--- src/rtl/lru_access_ctrl.sv ---
// ---------------------------------------------------------------------------
// lru_access_ctrl
//
// Turns user mode + button/clap events into single req/ack transactions on
// the shared LRU storage datapath. Read data is captured for the display,
// timeouts raise a sticky error flag and triggers that cannot be served
// pulse drop_o.
//
// Optional feature macro: LRU_CTRL_PENDING_EN
//   When defined, one trigger arriving while a transaction is in flight is
//   parked in a pending slot and issued right after the current one ends.
//
// Ports:
//   clk_i, rst_i          clock, asynchronous active-high reset
//   state_i[2:0]          one-hot mode: 100 CNT_EN, 010 LRU_WR, 001 LRU_RD
//   set_i                 set button level (edge-detected here)
//   clap_i                one-cycle clap pulse (used in CNT_EN only)
//   sw_data_i, sw_idx_i   switch write data / read index
//   cnt_value_i           live counter value (written in CNT_EN)
//   lru_req_o, lru_we_o, lru_addr_o, lru_wdata_o
//                         transaction to LRU, held stable while in REQ
//   lru_ack_i, lru_rdata_i
//                         completion from LRU, rdata valid with ack on reads
//   disp_data_o           last successfully read word
//   busy_o                transaction in flight
//   done_o                one-cycle pulse on successful completion
//   err_o                 sticky timeout flag (cleared by next success)
//   drop_o                one-cycle pulse when a trigger is discarded
//
// Handshake: lru_req_o rises with the operands valid and stays high with
// the operands unchanged until a cycle in which lru_ack_i is sampled high
// (transaction complete) or the timeout expires (transaction abandoned).
// ---------------------------------------------------------------------------
module lru_access_ctrl #(
    parameter int DATA_W  = 8,
    parameter int IDX_W   = 3,
    parameter int TIMEOUT = 16
) (
    input  logic              clk_i,
    input  logic              rst_i,
    input  logic [2:0]        state_i,
    input  logic              set_i,
    input  logic              clap_i,
    input  logic [DATA_W-1:0] sw_data_i,
    input  logic [IDX_W-1:0]  sw_idx_i,
    input  logic [DATA_W-1:0] cnt_value_i,
    output logic              lru_req_o,
    output logic              lru_we_o,
    output logic [IDX_W-1:0]  lru_addr_o,
    output logic [DATA_W-1:0] lru_wdata_o,
    input  logic              lru_ack_i,
    input  logic [DATA_W-1:0] lru_rdata_i,
    output logic [DATA_W-1:0] disp_data_o,
    output logic              busy_o,
    output logic              done_o,
    output logic              err_o,
    output logic              drop_o
);

    localparam logic [0:0] ST_IDLE = 1'b0;
    localparam logic [0:0] ST_REQ  = 1'b1;

    localparam int              CNT_W    = (TIMEOUT > 2) ? $clog2(TIMEOUT) : 1;
    localparam logic [CNT_W-1:0] TMO_LAST = CNT_W'(TIMEOUT - 1);

    // ---------------- registers ----------------
    logic [0:0]        state_q,  state_d;
    logic              set_q;
    logic              req_q,    req_d;
    logic              we_q,     we_d;
    logic [IDX_W-1:0]  addr_q,   addr_d;
    logic [DATA_W-1:0] wdata_q,  wdata_d;
    logic [DATA_W-1:0] disp_q,   disp_d;
    logic [CNT_W-1:0]  tmo_q,    tmo_d;
    logic              done_q,   done_d;
    logic              err_q,    err_d;
    logic              drop_q,   drop_d;

`ifdef LRU_CTRL_PENDING_EN
    logic              pend_v_q,     pend_v_d;
    logic              pend_we_q,    pend_we_d;
    logic [IDX_W-1:0]  pend_addr_q,  pend_addr_d;
    logic [DATA_W-1:0] pend_wdata_q, pend_wdata_d;
`endif

    // ---------------- trigger decode ----------------
    logic              set_rise;
    logic              mode_cnt, mode_wr, mode_rd;
    logic              trig;
    logic              trig_we;
    logic [IDX_W-1:0]  trig_addr;
    logic [DATA_W-1:0] trig_wdata;

    assign set_rise = set_i & ~set_q;

    // Exact compares: any non-one-hot mode decodes to no mode at all.
    assign mode_cnt = (state_i == 3'b100);
    assign mode_wr  = (state_i == 3'b010);
    assign mode_rd  = (state_i == 3'b001);

    // In CNT_EN a set edge and a clap in the same cycle are one operation.
    assign trig       = ((mode_wr | mode_rd) & set_rise) |
                        (mode_cnt & (set_rise | clap_i));
    assign trig_we    = ~mode_rd;
    assign trig_addr  = mode_rd ? sw_idx_i : '0;
    assign trig_wdata = mode_cnt ? cnt_value_i :
                        (mode_wr ? sw_data_i : '0);

    // ---------------- next state ----------------
    logic finish;
    assign finish = lru_ack_i | (tmo_q == TMO_LAST);

    always_comb begin
        state_d = state_q;
        req_d   = req_q;
        we_d    = we_q;
        addr_d  = addr_q;
        wdata_d = wdata_q;
        disp_d  = disp_q;
        tmo_d   = tmo_q;
        done_d  = 1'b0;
        err_d   = err_q;
        drop_d  = 1'b0;
`ifdef LRU_CTRL_PENDING_EN
        pend_v_d     = pend_v_q;
        pend_we_d    = pend_we_q;
        pend_addr_d  = pend_addr_q;
        pend_wdata_d = pend_wdata_q;
`endif

        case (state_q)
            ST_IDLE: begin
                // Ack while idle has no meaning and is ignored.
                if (trig) begin
                    state_d = ST_REQ;
                    req_d   = 1'b1;
                    we_d    = trig_we;
                    addr_d  = trig_addr;
                    wdata_d = trig_wdata;
                    tmo_d   = '0;
                end
            end

            default: begin // ST_REQ
                // Ack takes priority over a timeout on the same cycle.
                if (lru_ack_i) begin
                    done_d = 1'b1;
                    err_d  = 1'b0;
                    if (!we_q) begin
                        disp_d = lru_rdata_i;
                    end
                end else if (tmo_q == TMO_LAST) begin
                    err_d = 1'b1;
                end

`ifdef LRU_CTRL_PENDING_EN
                if (finish) begin
                    if (pend_v_q) begin
                        // Chain straight into the parked op; req stays high.
                        we_d     = pend_we_q;
                        addr_d   = pend_addr_q;
                        wdata_d  = pend_wdata_q;
                        tmo_d    = '0;
                        pend_v_d = 1'b0;
                        if (trig) begin
                            // Slot just freed, so this trigger refills it.
                            pend_v_d     = 1'b1;
                            pend_we_d    = trig_we;
                            pend_addr_d  = trig_addr;
                            pend_wdata_d = trig_wdata;
                        end
                    end else if (trig) begin
                        // Trigger on the finishing cycle with an empty slot
                        // is issued directly rather than lost.
                        we_d    = trig_we;
                        addr_d  = trig_addr;
                        wdata_d = trig_wdata;
                        tmo_d   = '0;
                    end else begin
                        state_d = ST_IDLE;
                        req_d   = 1'b0;
                    end
                end else begin
                    tmo_d = tmo_q + 1'b1;
                    if (trig) begin
                        if (!pend_v_q) begin
                            pend_v_d     = 1'b1;
                            pend_we_d    = trig_we;
                            pend_addr_d  = trig_addr;
                            pend_wdata_d = trig_wdata;
                        end else begin
                            drop_d = 1'b1;
                        end
                    end
                end
`else
                if (finish) begin
                    state_d = ST_IDLE;
                    req_d   = 1'b0;
                end else begin
                    tmo_d = tmo_q + 1'b1;
                end
                // No queueing: anything arriving while in flight is lost.
                if (trig) begin
                    drop_d = 1'b1;
                end
`endif
            end
        endcase
    end

    // ---------------- state registers ----------------
    always_ff @(posedge clk_i or posedge rst_i) begin
        if (rst_i) begin
            state_q <= ST_IDLE;
            set_q   <= 1'b0;
            req_q   <= 1'b0;
            we_q    <= 1'b0;
            addr_q  <= '0;
            wdata_q <= '0;
            disp_q  <= '0;
            tmo_q   <= '0;
            done_q  <= 1'b0;
            err_q   <= 1'b0;
            drop_q  <= 1'b0;
        end else begin
            state_q <= state_d;
            set_q   <= set_i;
            req_q   <= req_d;
            we_q    <= we_d;
            addr_q  <= addr_d;
            wdata_q <= wdata_d;
            disp_q  <= disp_d;
            tmo_q   <= tmo_d;
            done_q  <= done_d;
            err_q   <= err_d;
            drop_q  <= drop_d;
        end
    end

`ifdef LRU_CTRL_PENDING_EN
    always_ff @(posedge clk_i or posedge rst_i) begin
        if (rst_i) begin
            pend_v_q     <= 1'b0;
            pend_we_q    <= 1'b0;
            pend_addr_q  <= '0;
            pend_wdata_q <= '0;
        end else begin
            pend_v_q     <= pend_v_d;
            pend_we_q    <= pend_we_d;
            pend_addr_q  <= pend_addr_d;
            pend_wdata_q <= pend_wdata_d;
        end
    end
`endif

    // ---------------- outputs ----------------
    assign lru_req_o   = req_q;
    assign lru_we_o    = we_q;
    assign lru_addr_o  = addr_q;
    assign lru_wdata_o = wdata_q;
    assign disp_data_o = disp_q;
    assign busy_o      = (state_q != ST_IDLE);
    assign done_o      = done_q;
    assign err_o       = err_q;
    assign drop_o      = drop_q;

endmodule

--- config.mk ---
export PLATFORM = sky130hd
export DESIGN_NAME = lru_access_ctrl
export DESIGN_NICKNAME = d
export VERILOG_FILES = /design/src/rtl/lru_access_ctrl.sv
export SDC_FILE = /design/constraint.sdc
export NUM_CORES = 1
export LEC_CHECK = 0
export BUFFER_PORTS_ARGS = -buffer_cell sky130_fd_sc_hd__buf_2
export CAP_MARGIN = 20
export CORE_ASPECT_RATIO = 1.5
export CORE_MARGIN = 1.5
export CORE_UTILIZATION = 40
export CTS_BUF_LIST = sky130_fd_sc_hd__clkbuf_8
export DETAILED_ROUTE_END_ITERATION = 10
export GPL_ROUTABILITY_DRIVEN = 0
export HOLD_SLACK_MARGIN = 0.15
export PLACE_DENSITY = 0.73
export SYNTH_ARGS = -nofsm -noshare
export SYNTH_HDL_FRONTEND = slang
export SYNTH_SLANG_ARGS = --single-unit
--- constraint.sdc ---
create_clock -name clk_i -period 4.5 [get_ports clk_i]
set_clock_uncertainty 0.1 [all_clocks]
set_input_delay 0.225 -clock clk_i [delete_from_list [all_inputs] [get_ports clk_i]]
set_output_delay 0.225 -clock clk_i [all_outputs]
set_load 0.05 [all_outputs]
==> Implementation_results.wiki <==
{| class="wikitable"
! Metric !! Value
|-
| Power Density || 514 mW/mm2
|-
| Critical Path, Cell by Cell || dlygate4sd3_1, buf_2, nor2b_1, o21ai_1, o311ai_2, mux2i_1
|-
| Seq pwr share || 38.0%
|-
| Crit path buffers/inverters || 2
|-
| Number of buffers on the longest clock path || 2
|-
| Post-synthesis cell count || 115
|-
| Mean cell area of the mapped netlist || 12.0 um2
|-
| Overall via count from detail_route || 1221
|-
| Worst slack at placement || 2.55 ns
|-
| Via count of the first global-routing pass || 1106
|-
| Clock latency on the worst-skew pair || 0.27 ns
|-
| Internal Pwr Total || 0.577 mW
|-
| Synthesis warning total || 0
|-
| Critical path startpoint || set_i
|-
| Chip width || 51.0 um
|-
| Number of iterations in the first detailed-routing pass || 4
|-
| Type of the worst setup path || in -> reg
|-
| Post-CTS setup buffer count || 0
|-
| Clk pwr share || 21.5%
|-
| Type of the tightest min-delay check || in -> reg
|-
| Switching power || 0.420 mW
|-
| Number of failing hold endpoints at the final stage || 0
|-
| Antenna violations before repair || 0
|-
| Highest clock frequency the design can meet || 0.510 GHz
|-
| Final critical-path share of the clock period || 43.6%
|-
| Leakage power || 0.970 nW
|-
| Fraction of final layout cells sized beyond drive strength 1 || 42.1%
|-
| H-tree depth || 2
|-
| Antenna-violating nets left || 0
|-
| Sequential fraction of the synthesis area || 54.3%
|-
| Switch share || 42.1%
|-
| Die Span Y || 75.0 um
|-
| CP top delay family || compound AO/OA/AOI/OAI gates
|-
| Transition time at the pin with the least slew margin || 0.665 ns
|-
| Routed length per instance || 13.6 um
|-
| Largest fanout of any net on the critical path || 7
|-
| Fill cells || 281
|-
| CTS tree || yes
|-
| Area of the mapped netlist || 0.00138 mm2
|-
| DP Wirelength || 2.34 mm
|-
| Global routing usage summed across all routing layers || 16.7%
|-
| CP startpoint kind || input port
|-
| Net count, final || 225
|-
| Synthesis-stage register bit count || 30
|-
| Area growth from synthesis to layout || 40.4%
|-
| Count of buffers inserted at the top-level ports || 59
|-
| Via density per instance || 5.26
|-
| Number of nets produced by synthesis || 151
|-
| Fin worst setup slack || 2.54 ns
|-
| Starting density of the core || 41.3%
|-
| Slowest-stage cell, CP || sky130_fd_sc_hd__o311ai_2
|-
| Die ar. || 0.00383 mm2
|-
| Residual DRC || 0
|-
| Wire length of the first global-routing pass || 4.75 mm
|-
| Diodes inserted || 0
|-
| Worst Reg2Reg Path Length in Cells || 3
|-
| Max-slew violation count || 0
|-
| Cell area reported after detailed placement || 0.00169 mm2
|-
| Unrepaired setup endpoints after global routing || false
|-
| Total wire length || 3.16 mm
|-
| Top cells by area, synth || sky130_fd_sc_hd__dfrtp_1, sky130_fd_sc_hd__a22o_1, sky130_fd_sc_hd__mux2_2
|-
| EDFF count, synth || 0
|-
| Number of I/O pins || 60
|-
| Peak supply drop || 0.358 mV
|-
| Maximum number of pins on one net before global-route repair || 31
|-
| Tightest slew margin relative to the limit || 55.6%
|-
| Crit-path max cell delay || 0.58 ns
|-
| Core Area || 0.00335 mm2
|-
| Start of the worst register-to-register path || busy_o
|-
| Final cell area excluding filler cells || 0.00194 mm2
|-
| Path length in cells of the critical path || 6
|-
| Number of different library cells in the post-synthesis netlist || 36
|-
| Final core utilization || 57.9%
|-
| Asr flop ratio synth || 100%
|-
| Startpoint of the tightest hold check path || lru_ack_i
|-
| Min Tclk post-route || 1.96 ns
|-
| Total negative slack || 0 ns
|-
| CTS Buf Count || 5
|-
| Clock edge transition at the registers on the reported setup and hold paths || 0.06 ns
|-
| Maxcap violations || 0
|-
| Site row count || 26
|-
| Crit. End Element || flop
|-
| Share of Yosys cell area claimed by the top area cell type || 54.3%
|-
| Leading area contributor after synthesis || sky130_fd_sc_hd__dfrtp_1
|-
| Worst Path Arrival || 2.06 ns
|-
| # clock sinks || 30
|-
| Result of the run || finished, final reports clean
|-
| Gates resized, CTS repair || 0
|-
| Relative contribution of combinational cells to total power || 40.5%
|-
| Clock tree root buffer cell || sky130_fd_sc_hd__clkbuf_8
|-
| Number of violations reported at the end of detailed-routing iteration 0 || 30
|-
| Setup-violating endpoint count in the final report || 0
|-
| Main flop type after synthesis || sky130_fd_sc_hd__dfrtp_1
|-
| Worst path required time || 4.60 ns
|-
| Overflow left after global routing || 0
|-
| Number of cells on the worst hold path || 2
|}
## through the flow
| stage | hold slack (ns) | total power [mW] | std cells |
|---|---|---|---|
| floorplan | 0.156 | 0.679 | 115 |
| global placement | 0.279 | 0.766 | 210 |
| detailed placement | 0.287 | 0.776 | 210 |
| CTS | 0.158 | 1.00 | 230 |
| global route | 0.179 | 1.05 | 232 |
| finish | 0.162 | 0.997 | 232 |
## state kept, by name, summed over array words and instances, names as in the netlist
signal,count
drop_o,1
lru_wdata_o,8
busy_o,1
lru_we_o,1
done_o,1
lru_req_o,1
lru_addr_o,3
disp_data_o,8
set_q,1
err_o,1
tmo_q,4
## synthesized netlist by cell type, types with 2 or more instances
master                     instances
sky130_fd_sc_hd__dfrtp_1          30
sky130_fd_sc_hd__a22o_1           16
sky130_fd_sc_hd__nand2_1          10
sky130_fd_sc_hd__mux2_2            8
sky130_fd_sc_hd__inv_1             6
sky130_fd_sc_hd__nor2b_1           4
sky130_fd_sc_hd__mux2i_1           3
sky130_fd_sc_hd__nand3_1           3
sky130_fd_sc_hd__a31oi_1           2
sky130_fd_sc_hd__buf_4             2
sky130_fd_sc_hd__clkbuf_1          2
sky130_fd_sc_hd__nor3_1            2
sky130_fd_sc_hd__o21a_1            2
sky130_fd_sc_hd__o21ai_1           2
sky130_fd_sc_hd__o22ai_1           2
## area by class of cell
type / count / area, um2 / share of cell area (%)
flip-flops and latches: 30 / 751 / 38.7
clock buffers: 6 / 82.6 / 4.26
multi-input cells: 73 / 571 / 29.4
inverters: 6 / 22.5 / 1.16
well taps: 42 / 52.6 / 2.71
clock inverters: 2 / 8.76 / 0.451
repair buffers: 73 / 453 / 23.3
## per-layer routing
layer  GRT usage, %  share of wire, %  vias to the layer above
met5              0                 0                        -
met4           7.21               1.7                        0
met3           5.36               6.0                        7
met2           29.7                55                       51
met1           18.0                37                      587
li1               -                 -                      576
## worst register-to-register path: cells and delay by family, from the launching register on
family,cells,cell delay (ns)
simple gates,1,0.56
flops,1,0.53
compound gates,2,0.54
## cells in the final DEF, fill, tap and decap left out, types with 2 or more instances in the layout
cell type | Yosys | layout
sky130_fd_sc_hd__mux2i_1 | 3 | 3
sky130_fd_sc_hd__nor2b_1 | 4 | 4
sky130_fd_sc_hd__a31oi_1 | 2 | 2
sky130_fd_sc_hd__dlygate4sd3_1 | 0 | 13
sky130_fd_sc_hd__nand2_1 | 10 | 10
sky130_fd_sc_hd__o22ai_1 | 2 | 2
sky130_fd_sc_hd__nor3_1 | 2 | 2
sky130_fd_sc_hd__buf_2 | 1 | 59
sky130_fd_sc_hd__clkbuf_8 | 0 | 6
sky130_fd_sc_hd__a22o_1 | 16 | 16
sky130_fd_sc_hd__o21ai_1 | 2 | 2
sky130_fd_sc_hd__nand3_1 | 3 | 3
sky130_fd_sc_hd__mux2_2 | 8 | 8
sky130_fd_sc_hd__o21a_1 | 2 | 2
sky130_fd_sc_hd__inv_1 | 6 | 7
sky130_fd_sc_hd__dfrtp_1 | 30 | 30
## path summary, 6_finish.rpt
kind                            slack, ns             end
max in group asynchronous            3.55  lru_wdata_o[1]
worst min-delay path                 0.16          done_o
worst max register to register       2.66  lru_wdata_o[6]
worst max-delay path                 2.54   lru_addr_o[2]
min in group asynchronous            0.33  disp_data_o[0]
worst min register to register       0.40  disp_data_o[0]
## power groups by stage
stage / combinational (mW) / clock, mW / sequential (mW)
after floorplan: 0.0973 / 0 / 0.581
final: 0.404 / 0.214 / 0.379
after global routing: 0.427 / 0.236 / 0.387
after detailed placement: 0.393 / 0 / 0.383
after global placement: 0.388 / 0 / 0.378
after CTS: 0.402 / 0.220 / 0.378
## what timing repair did
action,CTS,global route
endpoints found under the hold margin,12,30
hold buffers,12,1
endpoints found under the setup margin,0,0
## cells by family after synthesis
group	count (synthesis)	share of synthesized area (%)
flip-flops	30	54.3
buffers and inverters	12	4.43
multiplexers	11	8.69
AND/OR/NAND/NOR	30	12.6
XOR/XNOR	1	0.634
AO/OA/AOI/OAI	30	18.5
adder cells (fa/ha/maj)	1	0.905
Power figures use the tool's default switching activity.
